$ cat src/rtl/uart_rx_pkg.sv
// Shared definitions for the UART receiver: state encodings and default frame geometry.
// The transmitter side can import the same defaults so both ends agree on the frame format.
package uart_rx_pkg;

    localparam int DEF_OVERSAMPLE = 16;
    localparam int DEF_DATA_BITS  = 8;

    typedef enum logic [2:0] {
        ST_IDLE  = 3'd0,
        ST_START = 3'd1,
        ST_DATA  = 3'd2,
        ST_STOP  = 3'd3,
        ST_BREAK = 3'd4
    } rx_state_t;

endpackage

$ cat src/rtl/uart_rx_sync2.sv
// Two-flop synchroniser for an asynchronous single-bit input.
// The reset value is a parameter so idle-high lines come out of reset without a false edge.
module sync2 #(
    parameter logic RESET_VAL = 1'b1
) (
    input  logic i_clk,
    input  logic i_reset,
    input  logic i_d,
    output logic o_q
);

    logic r_meta;
    logic r_sync;

    always_ff @(posedge i_clk) begin
        if (i_reset) begin
            r_meta <= RESET_VAL;
            r_sync <= RESET_VAL;
        end else begin
            r_meta <= i_d;
            r_sync <= r_meta;
        end
    end

    assign o_q = r_sync;

endmodule

$ cat src/rtl/uart_rx.sv
// UART receiver: oversampled start-bit validation, LSB-first shift, stop-bit check,
// and a one-deep holding register with valid/full/overrun/framing-error reporting.
module uart_rx
    import uart_rx_pkg::*;
#(
    parameter int OVERSAMPLE = DEF_OVERSAMPLE,
    parameter int DATA_BITS  = DEF_DATA_BITS
) (
    input  logic                 clk,
    input  logic                 reset,
    input  logic                 baud16,
    input  logic                 rx,
    input  logic                 rx_ack,
    output logic [DATA_BITS-1:0] rxdata,
    output logic                 rx_valid,
    output logic                 rx_full,
    output logic                 frame_err,
    output logic                 overrun
);

    localparam int TW = $clog2(OVERSAMPLE);
    localparam int BW = $clog2(DATA_BITS) + 1;

    localparam logic [TW-1:0] HALF_TICK = TW'(OVERSAMPLE / 2 - 1);
    localparam logic [TW-1:0] FULL_TICK = TW'(OVERSAMPLE - 1);
    localparam logic [BW-1:0] LAST_BIT  = BW'(DATA_BITS - 1);

    logic w_rx_s;

    rx_state_t            r_state;
    rx_state_t            w_state_next;
    logic [TW-1:0]        r_tick;
    logic [TW-1:0]        w_tick_next;
    logic [BW-1:0]        r_bit;
    logic [BW-1:0]        w_bit_next;
    logic [DATA_BITS-1:0] r_shift;
    logic [DATA_BITS-1:0] w_shift_next;
    logic                 w_good;
    logic                 w_ferr;

    sync2 #(
        .RESET_VAL(1'b1)
    ) u_sync (
        .i_clk  (clk),
        .i_reset(reset),
        .i_d    (rx),
        .o_q    (w_rx_s)
    );

    always_ff @(posedge clk) begin
        if (reset) begin
            r_state <= ST_IDLE;
            r_tick  <= '0;
            r_bit   <= '0;
            r_shift <= '0;
        end else begin
            r_state <= w_state_next;
            r_tick  <= w_tick_next;
            r_bit   <= w_bit_next;
            r_shift <= w_shift_next;
        end
    end

    // The start bit is re-checked half a bit in, so every later sample lands mid-bit.
    always_comb begin
        w_state_next = r_state;
        w_tick_next  = r_tick;
        w_bit_next   = r_bit;
        w_shift_next = r_shift;
        w_good       = 1'b0;
        w_ferr       = 1'b0;
        if (baud16) begin
            case (r_state)
                ST_IDLE: begin
                    if (!w_rx_s) begin
                        w_state_next = ST_START;
                        w_tick_next  = '0;
                    end
                end
                ST_START: begin
                    if (r_tick == HALF_TICK) begin
                        w_tick_next = '0;
                        if (!w_rx_s) begin
                            w_state_next = ST_DATA;
                            w_bit_next   = '0;
                        end else begin
                            w_state_next = ST_IDLE;
                        end
                    end else begin
                        w_tick_next = r_tick + TW'(1);
                    end
                end
                ST_DATA: begin
                    if (r_tick == FULL_TICK) begin
                        w_shift_next = {w_rx_s, r_shift[DATA_BITS-1:1]};
                        w_tick_next  = '0;
                        w_bit_next   = r_bit + BW'(1);
                        if (r_bit == LAST_BIT) begin
                            w_state_next = ST_STOP;
                        end
                    end else begin
                        w_tick_next = r_tick + TW'(1);
                    end
                end
                ST_STOP: begin
                    if (r_tick == FULL_TICK) begin
                        w_tick_next = '0;
                        if (w_rx_s) begin
                            w_good       = 1'b1;
                            w_state_next = ST_IDLE;
                        end else begin
                            w_ferr       = 1'b1;
                            w_state_next = ST_BREAK;
                        end
                    end else begin
                        w_tick_next = r_tick + TW'(1);
                    end
                end
                ST_BREAK: begin
                    if (w_rx_s) begin
                        w_state_next = ST_IDLE;
                    end
                end
                default: begin
                    w_state_next = ST_IDLE;
                    w_tick_next  = '0;
                end
            endcase
        end
    end

    // A new byte wins over a same-cycle acknowledge, so rx_full stays set in that case.
    always_ff @(posedge clk) begin
        if (reset) begin
            rxdata    <= '0;
            rx_valid  <= 1'b0;
            rx_full   <= 1'b0;
            frame_err <= 1'b0;
            overrun   <= 1'b0;
        end else begin
            rx_valid  <= w_good;
            frame_err <= w_ferr;
            overrun   <= w_good && rx_full && !rx_ack;
            if (w_good) begin
                rxdata  <= r_shift;
                rx_full <= 1'b1;
            end else if (rx_ack) begin
                rx_full <= 1'b0;
            end
        end
    end

endmodule

$ cat config.mk
export PLATFORM = sky130hd
export DESIGN_NAME = uart_rx
export DESIGN_NICKNAME = d
export VERILOG_FILES = /design/src/rtl/uart_rx_pkg.sv /design/src/rtl/uart_rx_sync2.sv /design/src/rtl/uart_rx.sv
export SDC_FILE = /design/constraint.sdc
export NUM_CORES = 1
export LEC_CHECK = 0
export CAP_MARGIN = 25
export CORE_MARGIN = 2
export CORE_UTILIZATION = 48
export DETAILED_ROUTE_END_ITERATION = 7
export DONT_BUFFER_PORTS = 1
export PLACE_DENSITY = 0.65
export SKIP_LAST_GASP = 1
export SYNTH_ARGS = -nofsm -noshare
export SYNTH_HDL_FRONTEND = slang
export SYNTH_SLANG_ARGS = --single-unit
$ cat constraint.sdc
create_clock -name clk -period 1.7 [get_ports clk]
set_clock_uncertainty 0.05 [all_clocks]
set_input_delay 0.34 -clock clk [delete_from_list [all_inputs] [get_ports clk]]
set_output_delay 0.34 -clock clk [all_outputs]
set_load 0.02 [all_outputs]
; Yosys cells after proc, flatten, opt, wreduce, memory -nomap -nowiden
; Cells that the tools add are included.
[totals]
reg_bits = 33
inputBits = 5
output_inout_bits = 12
elab_cells = 66
[classes]
addsub = 2
n_eq_ne = 14
n_mux = 23
bitwise = 4
reduce_logical = 12
[op_table]
columns = op, count
row1 = two-way mux 3 bit, 7
row2 = two-way mux 4 bit, 5
row3 = one-hot mux 4 bit (4 select lines), 1
row4 = one-hot mux 3 bit (5 select lines), 1
row5 = "!= test 2 bit, second input constant", 6
row6 = "adder 4 x 1 -> 4 bit, second input constant", 2
row7 = "equality test 4 x 3 -> 1 bit, second input constant", 2
row8 = one-hot mux 4 bit (2 select lines), 1
row9 = two-way mux 1 bit, 7
row10 = AND reduction 7 bit, 1
row11 = "equality test 3 x 2 -> 1 bit, second input constant", 2
row12 = AND reduction 3 bit, 2
row13 = AND reduction 5 bit, 1
row14 = "equality test 4 bit, second input constant", 1
row15 = NOT 1 bit, 4
row16 = nonzero test 2 bit, 2
row17 = OR reduction 4 bit, 1
row18 = "equality test 3 x 1 -> 1 bit, second input constant", 1
row19 = "equality test 3 bit, second input constant", 1
row20 = zero test 3 bit, 1
row21 = logical AND 1 bit, 2
row22 = two-way mux 2 bit, 1
row23 = "!= test 2 x 1 -> 1 bit, second input constant", 1
row24 = OR reduction 2 bit, 1
row25 = zero test 1 bit, 1

; Longest topological paths before layout
; Gate-level depths: netlist of run 1.
[depth]
ltp_word = 6
ltp_mapped = 6
mapped_depth_nobuf = 5

; Cells and area by module
; A second synthesis of run 1 with hierarchy kept.
[unflattened]
cells_unflattened = 160
area_unflattened_um2 = 1501.4
[by_module_without_submodules]
columns = module, instances, cells_per_inst, area_each_um2, seq_area_each_um2
row1 = uart_rx, 1, 156, 1448.9, 620.6
row2 = sync2, 1, 4, 52.6, 40.0

; Least setup slack after synthesis of run 1
; OpenSTA, ideal clock, no wires.
[synth_timing]
kind = reg-to-reg
start = register r_tick[0]
end = register r_state[0]
arrival_time_ns = 1.404
setup_slack_ns = 0.125
stages_incl_launch_ff = 6
n_path_buf = 0
period_less_slack_ns = 1.575
cell_sequence = dfxtp_1 ha_1 and2_1 a311o_1 nand2_1 mux2_2
[synth_via]
elab_chain_cells = 3
word_cells_on_any_way = 6
classes_between = eq/ne (5) / reduce/logical (1)
[synth_rtl]
columns = item, line_no
row1 = from (decl), uart_rx.sv:32  ; logic [TW-1:0] r_tick;
row2 = from (signal assigned), uart_rx.sv:58  ; r_tick <= w_tick_next;
row3 = equality test 4 bit or equality test 4 x 3 -> 1 bit (tied branches), "uart_rx.sv:94, uart_rx.sv:106, uart_rx.sv:81"
row4 = != test 2 bit (no line), --
row5 = AND reduction 7 bit (no line) (*), --
row6 = to (signal assigned), uart_rx.sv:57  ; r_state <= w_state_next;
row7 = to (decl), uart_rx.sv:30  ; rx_state_t r_state;
; Mark *: on every way between the ends. The rest lies on a longest branch, timed or not.
; A chain may end at the register's enable or synchronous reset.

; Final worst setup path of run 1
; Same ends and word-level chain as after synthesis.

==> flow_results.org, run 1 <==
** GRT
- Most Crowded Layer GR :: met2
- For this run the aggregate overflow at the end of global routing stands at 0.
- Via count of the first global-routing pass :: 1011
- Met1 Usage GRT :: 24.7%
- Entering global routing, the biggest net connects 35 pins.
- The initial antenna violation count was 0.
- GRT met3 Usage :: 5.93%
- Global routing used 18.5% of the available tracks.
- The first global-routing pass estimated 4.66 mm of wire.
- Global routing used 25.7% of the available met2 tracks.

** Clock tree
- TritonCTS built the clock tree.
- CTS Root Buffer Type :: sky130_fd_sc_hd__clkbuf_4
- Clock-pin slew was measured on the worst setup and hold paths at 0.10 ns.
- Max Buffers Root-to-Sink :: 2
- For the worst-skew pair, the clock arrives at the later sink with an insertion delay of 0.34 ns.
- The number of clock buffers added by TritonCTS is 5.
- CTS Sinks :: 33
- H-tree level count :: 2

** STA
- Crit path time final :: 1.62 ns
- Relative max-transition margin :: 58.9%
- After layout, the worst path uses 95.2% of the clock period.
- Final-layout setup total negative slack :: 0 ns
- Maximum frequency from static timing analysis :: 618 MHz
- For the pin with the worst max-slew slack, the measured transition is 0.614 ns.
- Slew Viols, Final :: 0
- The final hold violation count is 0.
- Setup violations remaining at the end of the flow were counted as 0.

** Floorplanning
- The floorplan step defined a die boundary enclosing 0.00341 mm².
- IO Pins :: 17
- Standard cell core area :: 0.00278 mm²
- Horizontal die dimension :: 58.4 µm
- Die Y-Extent :: 58.4 µm
- FP Rows :: 19
- Initial cell density of the core :: 51.1%

** Synthesis
- The share of synthesized area in the top cell type comes to 46.5%.
- Counting every net in the synthesized netlist gives 166.
- For this run, the number of Yosys warnings is 0.
- Largest area contributor in the netlist :: sky130_fd_sc_hd__dfxtp_1
- The synthesized netlist occupies a cell area of 0.00142 mm².
- Summing the areas of all fa, ha and maj instances in the mapped netlist gives 1.76% of the synthesized area.
- Flip-flop and latch count after synthesis :: 33
- After synthesis, the netlist uses 42 different library cells.
- Xor and xnor fraction of the mapped netlist area :: 0.617%
- A synthesized cell averages 8.93 µm².
- The most common cell in the synthesized netlist is sky130_fd_sc_hd__dfxtp_1.
- Post-synth EDFFs :: 0
- For this run, asynchronously set or reset flops after synthesis account for 0%.
- Combinational family with the most area after synthesis :: simple AND/OR/NAND/NOR gates
- Mux cell area share after synthesis :: 7.84%
- The synthesized netlist devotes 10.7% of its cell area to compound gates.
- Post-synthesis instance total :: 159
- Top_reg_cell synth :: sky130_fd_sc_hd__dfxtp_1
- Sequential element share of the synthesized area :: 46.5%
- After synthesis, the cell types taking the most area are sky130_fd_sc_hd__dfxtp_1 47%, sky130_fd_sc_hd__mux2i_1 7.0%, sky130_fd_sc_hd__nand2_1 6.1%.
- The synthesized netlist devotes 28.7% of its cell area to simple gates.
- Top post-synthesis cells by count :: 33 x sky130_fd_sc_hd__dfxtp_1, 23 x sky130_fd_sc_hd__nand2_1, 19 x sky130_fd_sc_hd__nor2_1

** Pwr
- Power spread over the standard cell area amounts to 763 mW/mm².
- Pleak :: 0.594 nW
- The worst-case IR drop observed on VDD is 0.729 mV.

** Final layout
- Fillers :: 253
- The area growth from synthesis to layout is 15.2%.
- Final #Nets :: 178
- 0 antenna diodes ended up in the layout.
- The finished cells cover 0.00164 mm².
- Layout cells sized above 1 :: 20.9%

** Routing
- Dividing the detail-routed wire length by the instance count gives 15.2 µm.
- Number of optimization iterations in the first detailed-route pass :: 5
- Vias per cell :: 5.76
- After detailed routing, the number of remaining DRC violations is 0.
- The count of nets left with antenna violations once routing finished came out at 0.
- The routed layout has 1169 vias.
- DR iter-0 viols :: 37
- The routed design has 3.08 mm of wire.

** Min path
- Worst hold path class :: input port to flop

** Setup path
- Worst stage delay on the critical path :: 0.36 ns
- The critical path goes through ha_4 > and2_2 > a311o_1 > nand2_2 > mux2_2.
- Critical path data arrival time :: 1.80 ns
- Maximum fanout encountered on the critical timing path :: 5
- The worst setup path is launched from a flop.
- Critical setup path kind :: flop to flop
- The worst setup path is captured at a flop.
- Together, buffers and inverters on the worst path number 0.
- Worst path slowest cell :: sky130_fd_sc_hd__dfxtp_2
- WP data required :: 1.89 ns
- Grouping stages by cell kind, the critical path spends the most delay in flip-flops.

** Placement
- At the end of routability-driven placement, the weighted congestion stood at 0.931.
- Once detailed placement completed, the half-perimeter wirelength came to 1.87 mm.
- After detailed placement, the total cell area comes to 0.00147 mm².
- The count of buffers added on input and output ports is 0.

** Flow run
- Max-cap violations in this run came to 0.

** Outcome
- The run finished with clean final reports.
through the flow:
step | util [%] | total power (W) | hold WS [ns] | instances | setup slack [ns]
2_1_floorplan | - | 0.000824 | 0.339 | 159 | 0.125
3_3_place_gp | 52.8 | 0.000822 | 0.343 | 189 | 0.0805
3_5_place_dp | 52.8 | 0.000823 | 0.344 | 189 | 0.0325
4_1_cts | 55.3 | 0.00125 | 0.000492 | 199 | 0.0183
5_1_grt | 58.8 | 0.00130 | 0.00178 | 203 | -0.0187
6_report | 58.8 | 0.00125 | 0.0147 | 203 | 0.0824
power by group:
| group | internal [W] | switching (W) |
|---|---|---|
| Combinational | 0.0000203 | 0.0000236 |
| Clock | 0.000157 | 0.000267 |
| Sequential | 0.000777 | 0.00000378 |
| Total | 0.000954 | 0.000294 |
flip-flops by register name, indices dropped and copies added, names as in the netlist:
register and cells:
u_sync.r_meta 1, frame_err 1, rx_valid 1, r_bit 4
u_sync.o_q 1, r_state 3, rxdata 8, rx_full 1
r_tick 4, overrun 1, r_shift 8
routing by layer:
| layer | vias to the layer above | part of all wire [%] |
|---|---|---|
| li1 | 575 | - |
| met1 | 555 | 45 |
| met2 | 32 | 47 |
| met3 | 7 | 6.3 |
| met4 | 0 | 1.9 |
| met5 | - | 0 |
logic make-up (layout without fill, tap and decap cells):
logic type,after synthesis,count (layout)
buffers and inverters,11,24
multiplexers,11,11
adder cells (fa/ha/maj),2,2
AO/OA/AOI/OAI,24,24
flip-flops,33,33
XOR/XNOR,1,1
AND/OR/NAND/NOR,77,77
placed cells by master (no fill, tap or decap), types with 5 or more instances in the layout:
| cell | instances |
|---|---|
| sky130_fd_sc_hd__buf_4 | 7 |
| sky130_fd_sc_hd__nor3_1 | 5 |
| sky130_fd_sc_hd__a21oi_1 | 12 |
| sky130_fd_sc_hd__clkbuf_4 | 5 |
| sky130_fd_sc_hd__dfxtp_2 | 5 |
| sky130_fd_sc_hd__dfxtp_1 | 28 |
| sky130_fd_sc_hd__mux2i_1 | 10 |
| sky130_fd_sc_hd__nor2_1 | 19 |
| sky130_fd_sc_hd__nand2_1 | 22 |
worst paths after layout:
check	slack [ns]	cells past startpoint	to	startpoint
setup / recovery	0.08	5	r_state[0]	r_tick[0]
setup reg to reg	0.08	5	r_state[0]	r_tick[0]
hold reg to reg	0.37	1	u_sync.o_q	u_sync.r_meta
hold / removal	0.01	1	rxdata[0]	reset
final cells by class:
type | count | area (µm²) | area share, %
clock inverters | 2 | 10.0 | 0.612
multi-input cells | 115 | 759 | 46.4
well taps | 31 | 38.8 | 2.37
flip-flops and latches | 33 | 667 | 40.7
clock buffers | 6 | 41.3 | 2.52
inverters | 3 | 11.3 | 0.688
repair buffers | 13 | 109 | 6.65
repair_timing:
| action | 4_1_cts | 5_1_grt |
|---|---|---|
| endpoints found under the hold margin | 1 | 16 |
| buffers inserted | 0 | 1 |
| endpoints found under the setup margin | 0 | 18 |
| hold buffers | 2 | 2 |
| gates resized for setup | 0 | 18 |
(Power assumes the default switching activity.)
==> inputs of run 2 (changes only) <==
HOLD_SLACK_MARGIN = 0.15   (was default)
PLACE_DENSITY = 0.67   (was 0.65)
clock period = 1.3 ns   (was 1.7 ns; I/O delays follow)
==> run 2 against run 1 <==
Against the previous run:
- the run now ends with hold timing, setup timing left
- highest routed layer unchanged
- sequential share of layout area shrank 8.7 points
- combinational power grew 70%
- global-route usage grew 5.3 points
- fmax grew 3.2%
- non-clock buffer count grew 29
- clock power grew 91%
- via count grew 11%
- critical path depth is the same
- first-iteration DRC count shrank 8.1%
- routed wire length grew 23%
==> flow_results.org, run 2 (synthesized netlist as in run 1, its figures left out) <==
** STA
- The actual transition at the worst max-transition pin was 0.311 ns (-0.303 ns).
- The final setup violation count came to 28 (+28).
- The maximum achievable frequency came to 638 MHz (+3.2%).
- The final hold violation count is 28 (+28).
- Crit path time final :: 1.57 ns (-0.0508 ns)
- Setup repair after global routing could not meet its margin everywhere.
- The final max-slew violation count came to 0 (unchanged).
- The normalized max-slew margin came to 79.3% (+20 points).
- Post-layout worst setup margin :: -0.267 ns (-0.349 ns)
- The worst hold slack came to -0.0837 ns (-0.0985 ns).
- Final clock period utilization by the worst path :: 121% (+25 points)

** Setup path
- The critical path is of the flop to flop type.
- The maximum fanout along the worst path came to 7 (+2).
- The critical path data required time was 1.53 ns (-0.36 ns).
- STA classifies the critical path endpoint as a flop.
- STA classifies the critical path startpoint as a flop.
- The critical path arrival was 1.79 ns (about the same).

** Floorplanning
- Standard cell core area :: 0.00278 mm² (unchanged)
- The height of the die is 58.4 µm (unchanged).
- The initial cell density of the core was 51.1% (unchanged).
- The horizontal die dimension was 58.4 µm (unchanged).
- The site row count was 19 (unchanged).
- IO Pins :: 17 (unchanged)
- Total Die Area :: 0.00341 mm² (unchanged)

** GRT
- The remaining global-route overflow came to 0 (unchanged).
- Maximum number of pins on one net before global-route repair :: 35 (unchanged)
- The met1 usage came to 29.8% (+5.1 points).
- The met2 track demand over resource in global routing came to 37.6% (+12 points).
- Most Crowded Layer GR :: met2
- Initial antenna violation count :: 0 (unchanged)
- Via count of the first global-routing pass :: 1294 (+28%)
- GRT met3 Usage :: 6.15% (+0.22 points)
- Wire length of the first global-routing pass :: 5.99 mm (+29%)
- The total routing resource utilization after global routing was 23.8% (+5.3 points).

** Clock tree
- The CTS sink count is 33 (unchanged).
- Cts bufs inserted :: 5 (unchanged)
- H-tree level count :: 2 (unchanged)
- CTS Root Buffer Type :: sky130_fd_sc_hd__clkbuf_4
- Clock Latency Late Sink :: 0.35 ns (about the same)
- Number of hold buffers added after cts :: 3 (+1)
- TritonCTS clock tree :: built
- Clock transition time at the flip-flop clock pins of the worst setup and hold paths :: 0.11 ns (about the same)
- The clock tree buffer depth came to 2 (unchanged).

** Routing
- The average wire length per cell after detail routing was 16.3 µm (+7.1%).
- The routed via count divided by cell count was 5.56 (-3.5%).
- Vias after detailed routing :: 1295 (+11%)
- Total Routed Length :: 3.79 mm (+23%)
- The remaining antenna violation count was 0 (unchanged).
- The total iterations of the first detailed-routing run is 4 (-1).
- The number of DRC violations after detailed-routing iteration 0 came to 34 (-8.1%).
- The count of unresolved DRC violations after routing was 0 (unchanged).

** Outcome
- The final reports fail on hold timing, setup timing.
- Outcome :: complete, but fails checks

** Placement
- Count of port buffers added during placement :: 0 (unchanged)
- Worst setup slack before clock tree synthesis :: -0.243 ns (-0.275 ns)
- The detailed placement HPWL came to 2.08 mm (+11%).
- The last weighted congestion value of the routability-driven placer came to 0.880 (-5.5%).
- The cell count after placement came to 211 (+12%).

** Final layout
- Count of placed standard cells in the final layout, fillers left out :: 233 (+15%)
- Compared with the post-synthesis result, the final layout area differs by 49.3%.
- The largest registers in the layout are r_shift: 8 flops, rxdata: 8 flops.
- The library cells used most frequently in the layout, excluding fill and tap cells, are 28 x sky130_fd_sc_hd__buf_4, 24 x sky130_fd_sc_hd__dfxtp_1, 18 x sky130_fd_sc_hd__nand2_1.
- The antenna diode instance count was 0 (unchanged).
- Most common cell after layout, fill and taps aside :: sky130_fd_sc_hd__buf_4
- The count of nets after finishing came to 208 (+17%).
- The fraction of final layout cells sized beyond drive strength 1 is 48.0% (+27 points).

** Min path
- The tightest min-delay check is of the input port to flop type.

** Flow run
- The reported max-cap violation count was 0 (unchanged).

** Pwr
- The highest ir drop seen on vdd was 1.18 mV (+62%).
- Pwr dens :: 896 mW/mm² (+18%)
- The reported leakage power was 0.799 nW (+35%).
## run 2: power by group
group,internal (W),leakage (nW),switching (W),total (W)
Combinational,0.0000434,0.483,0.0000315,0.0000749
Sequential,0.00101,0.271,0.00000686,0.00102
Clock,0.000459,0.0455,0.000350,0.000809
Total,0.00151,0.799,0.000388,0.00190
## run 2: cell type report
class	instances	area, µm²
Multi-Input combinational cell	116	941
Sequential cell	33	679
Fill cell	181	661
Timing Repair Buffer	42	365
Clock buffer	7	55.1
Tap cell	31	38.8
Clock inverter	1	30.0
Inverter	3	11.3
## run 2: timing repair
action,in CTS,in global routing
cloned,2,0
gates resized for setup,40,20
setup buffers,9,2
pin swaps,20,22
endpoints found under the hold margin,32,32
setup endpoints to repair,31,31
## run 2: path summary, 6_finish.rpt
| check | startpoint | endpoint | slack, ns | depth (start not counted) |
|---|---|---|---|---|
| worst min-delay path | reset | r_tick[3] | -0.08 | 1 |
| worst min register to register | u_sync.r_meta | u_sync.o_q | 0.37 | 1 |
| worst max-delay path | r_state[1] | r_bit[2] | -0.27 | 5 |
| worst max register to register | r_state[1] | r_bit[2] | -0.27 | 5 |
## run 2: stage by stage
| stage | TNS, ns | area (µm²) | total power, W | util (%) |
|---|---|---|---|---|
| after floorplan | -0.772 | 1500 | 0.00108 | - |
| after global placement | -3.53 | 1690 | 0.00109 | 60.9 |
| after detailed placement | -4.95 | 1690 | 0.00109 | 60.9 |
| after CTS | -3.35 | 2050 | 0.00190 | 73.8 |
| after global routing | -5.81 | 2120 | 0.00196 | 76.2 |
| final | -4.20 | 2120 | 0.00190 | 76.2 |
## run 2: per-layer routing
metal | up-vias | share of wire, %
li1 | 645 | -
met1 | 613 | 45
met2 | 27 | 48
met3 | 10 | 4.4
met4 | 0 | 2.7
met5 | - | 0
## run 2: critical path, cell delays in order, from the launching register on
cell and delay, ns:
sky130_fd_sc_hd__dfxtp_4 0.42, sky130_fd_sc_hd__buf_6 0.11, sky130_fd_sc_hd__or3b_4 0.43, sky130_fd_sc_hd__nor2_4 0.20, sky130_fd_sc_hd__nand3b_1 0.12, sky130_fd_sc_hd__a21oi_1 0.15
==> inputs of run 3 (changes only) <==
ABC_AREA = 1   (was default)
GPL_ROUTABILITY_DRIVEN = 0   (was default)
==> run 3 against run 2 <==
Against the previous run:
- the flow still finishes with violations (hold timing, setup timing)
- area after synthesis up 6.1%
- worst setup slack better by 0.11 ns
- design area down 1.9%
- first-iteration DRC count up 120%
- sequential share of layout area up 0.38 points
- via count up 13%
- total power up 69%
- register-to-register slack better by 0.11 ns
- critical endpoint is now r_state[1]
- largest cell class unchanged
==> flow_results.org, run 3 <==
** Outcome
- Outcome :: complete, but fails checks
- The checks that failed: hold timing, setup timing.

** Synthesis
- The post-synthesis instance area is 0.00151 mm² (+6.1%).
- The synthesized area per cell is 7.31 µm² (-18%).
- The count of state elements after synthesis came to 33 (unchanged).
- Library cells used by synthesis :: 25 (-40%)
- Post-synthesis instance total :: 206 (+30%)
- The total nets after synthesis is 213 (+28%).
- Top post-synthesis cells by count :: 52 x sky130_fd_sc_hd__nor2_1, 33 x sky130_fd_sc_hd__dfxtp_1, 24 x sky130_fd_sc_hd__nand2_1
- The number of enable-type register cells in the synthesized netlist was 0 (unchanged).
- The share of synthesized flip-flops with an asynchronous set or reset was 0% (unchanged).
- Yosys top cell area share :: 43.9% (-2.7 points)
- The most common cell in the synthesized netlist is sky130_fd_sc_hd__nor2_1.
- Largest cells by area after synthesis :: sky130_fd_sc_hd__dfxtp_1 44%, sky130_fd_sc_hd__nor2_1 13%, sky130_fd_sc_hd__o21ai_0 7.3%
- The yosys synthesis warning count came to 0 (unchanged).
- The synthesized design spends more area on one cell type than any other, namely sky130_fd_sc_hd__dfxtp_1.
- For this run, the leading register cell type out of synthesis is sky130_fd_sc_hd__dfxtp_1.
- Sequential element share of the synthesized area :: 43.9% (-2.7 points)

** Clock tree
- The clock slew at the register clock pins of the worst setup and hold paths came to 0.11 ns (about the same).
- CTS Root Buffer Type :: sky130_fd_sc_hd__clkbuf_4
- The hold buffer count at CTS was 4 (+1).
- H-tree level count :: 2 (unchanged)
- Cts bufs inserted :: 5 (unchanged)
- The clock latency at the later pin of the worst-skew pair was 0.34 ns (about the same).
- TritonCTS built the clock tree.
- The clock tree buffer depth is 2 (unchanged).
- CTS Sinks :: 33 (unchanged)

** STA
- Relative max-transition margin :: 82.1% (+2.8 points)
- The setup slack of the critical path after layout was -0.158 ns (+0.109 ns).
- Unrepaired setup endpoints after global routing :: true
- The final hold violation count is 11 (-61%).
- Maximum frequency from static timing analysis :: 686 MHz (+7.4%)
- The final setup violation count is 27 (-3.6%).
- The worst hold slack is -0.0827 ns (+0.00106 ns).
- The part of the cycle the worst path needs is 112% (-8.4 points).
- Slew Viols, Final :: 0 (unchanged)
- The minimum clock period is 1.46 ns (-0.109 ns).
- Pin slew with the least headroom to its limit :: 0.268 ns (-0.0430 ns)
- The total negative slack came to -2.59 ns (+1.61 ns).

** Routing
- Routed wire per std cell :: 13.9 µm (-14%)
- The total iterations of the first detailed-routing run came to 4 (unchanged).
- The number of vias after detailed routing came to 1467 (+13%).
- DR iter-0 viols :: 75 (+120%)
- Vias per cell :: 5.22 (-6.1%)
- The total wire length after detailed routing came to 3.91 mm (+3.1%).
- The count of unresolved DRC violations after routing is 0 (unchanged).
- The remaining antenna violation count came to 0 (unchanged).

** GRT
- Maximum number of pins on one net before global-route repair :: 21 (-40%)
- The total routing resource utilization after global routing was 23.2% (-0.57 points).
- The remaining global-route overflow came to 0 (unchanged).
- The number of global-route vias before repair came to 1361 (+5.2%).
- GRT met3 Usage :: 7.36% (+1.2 points)
- The met1 usage is 30.4% (+0.62 points).
- Most Crowded Layer GR :: met2
- Initial antenna violation count :: 0 (unchanged)
- Global-route met2 utilization :: 35.7% (-1.8 points)
- The first-pass GRT wire length was 6.19 mm (+3.3%).

** Pwr
- Total power :: 0.00320 W (+69%)
- Pwr dens :: 1540 mW/mm² (+72%)
- The reported leakage power is 0.890 nW (+11%).
- Peak supply drop :: 0.714 mV (-40%)

** Placement
- Count of port buffers added during placement :: 0 (unchanged)
- The cell count after placement was 259 (+23%).
- Total half-perimeter wirelength after legalization and detailed placement :: 2.31 mm (+11%)
- Worst setup slack before clock tree synthesis :: -0.133 ns (+0.110 ns)

** Final layout
- Final Util :: 68.7% (-7.5 points)
- Most common cell after layout, fill and taps aside :: sky130_fd_sc_hd__nor2_1
- Layout cells sized above 1 :: 38.0% (-10 points)
- The antenna diode instance count came to 0 (unchanged).
- The largest registers in the layout are r_shift: 8 flops, rxdata: 8 flops.
- Commonest cells after routing, fill and taps aside :: 44 x sky130_fd_sc_hd__nor2_1, 26 x sky130_fd_sc_hd__dfxtp_1, 19 x sky130_fd_sc_hd__buf_4
- From synthesis to final layout, the design area changed by 38.1%.
- The number of cells in the finished layout apart from fillers was 281 (+21%).
- Final #Nets :: 243 (+17%)

** Setup path
- Critical path data arrival time :: 1.65 ns (-0.14 ns)
- Crit. End Element :: flop
- STA classifies the critical path startpoint as a flop.
- The signal on the critical path passes through ha_4 > nand3_4 > buf_4 > nand3_4 > nand2_2 > nor2_4 > nand3_1 > nand2_1 > nor2_1.
- Maximum fanout encountered on the critical timing path :: 3 (-4)
- The kind of cell with the highest combined delay along the critical path is simple AND/OR/NAND/NOR gates.
- On the critical path, the stage with the largest delay is an instance of sky130_fd_sc_hd__dfxtp_2.
- Cell type with the highest occurrence count on the critical path :: sky130_fd_sc_hd__nand3_4
- Buf/Inv on CP :: 1 (unchanged)
- WP data required :: 1.49 ns (-0.04 ns)
- The longest individual stage delay on the worst path is 0.37 ns (-0.06 ns).
- Critical setup path kind :: flop to flop

** Min path
- The min-delay analysis places its worst path in the category input port to flop.

** Flow run
- The reported max-cap violation count was 0 (unchanged).

** Floorplanning
- The horizontal die dimension is 60.0 µm (+2.8%).
- The number of I/O pins is 17 (unchanged).
- The initial cell density of the core was 49.8% (-1.3 points).
- Total Die Area :: 0.00360 mm² (+5.7%)
- FP Rows :: 20 (+1)
- The placeable core region was 0.00303 mm² (+8.9%).
- Die Y-Extent :: 60.0 µm (+2.8%)
## run 3: cell count changes after synthesis, moves of 3 or more
cell	change
sky130_fd_sc_hd__a21oi_1	-5
sky130_fd_sc_hd__buf_4	-3
sky130_fd_sc_hd__buf_6	+3
sky130_fd_sc_hd__inv_1	+10
sky130_fd_sc_hd__inv_2	+4
sky130_fd_sc_hd__mux2i_1	-10
sky130_fd_sc_hd__nand2_2	+4
sky130_fd_sc_hd__nand3_1	+15
sky130_fd_sc_hd__nor2_1	+33
sky130_fd_sc_hd__nor3_1	-5
sky130_fd_sc_hd__o21ai_0	+18
## run 3: logic make-up after synthesis
kind of cell             Yosys count  synth area share, %
buffers and inverters             23                 7.23
AO/OA/AOI/OAI                     33                 11.3
AND/OR/NAND/NOR                  113                 34.8
adder cells (fa/ha/maj)            2                 1.66
XOR/XNOR                           2                 1.16
flip-flops                        33                 43.9
## run 3: power breakdown
| part | internal [W] | total [W] | switching, W |
|---|---|---|---|
| clock network | 0.000459 | 0.000808 | 0.000349 |
| registers | 0.00108 | 0.00116 | 0.0000781 |
| logic | 0.000473 | 0.00124 | 0.000762 |
| total | 0.00201 | 0.00320 | 0.00119 |
## run 3: repair_timing
action,in CTS,in global routing
gates cloned,1,0
endpoints found under the hold margin,14,11
gates resized for setup,40,37
endpoints found under the setup margin,28,31
buffers inserted,5,4
pin swaps,25,13
## run 3: final cells by class
cell class              count  area, µm²
clock buffers               7       55.1
fillers                   228        947
multi-input cells         151        956
inverters                  17       71.3
well taps                  44       55.1
repair buffers             28        239
clock inverters             1       30.0
flip-flops and latches     33        674
## run 3: stage by stage
stage          area (µm²)  hold slack (ns)
2_1_floorplan        1530            0.314
3_3_place_gp         1660            0.274
3_5_place_dp         1660            0.278
4_1_cts              1930          -0.0867
5_1_grt              2080           -0.104
6_report             2080          -0.0827
## run 3: worst paths after layout
| check | start | endpoint | slack (ns) | cells after the start |
|---|---|---|---|---|
| setup / recovery | r_tick[0] | r_state[1] | -0.16 | 9 |
| hold / removal | reset | r_bit[2] | -0.08 | 1 |
| setup reg to reg | r_tick[0] | r_state[1] | -0.16 | 9 |
| hold reg to reg | r_shift[4] | r_shift[3] | 0.45 | 2 |
## run 3: per-layer routing
metal / up-vias / share of wire (%)
met2: 58 / 50
met5: - / 0
met4: 0 / 2.1
li1: 730 / -
met1: 668 / 42
met3: 11 / 6.1
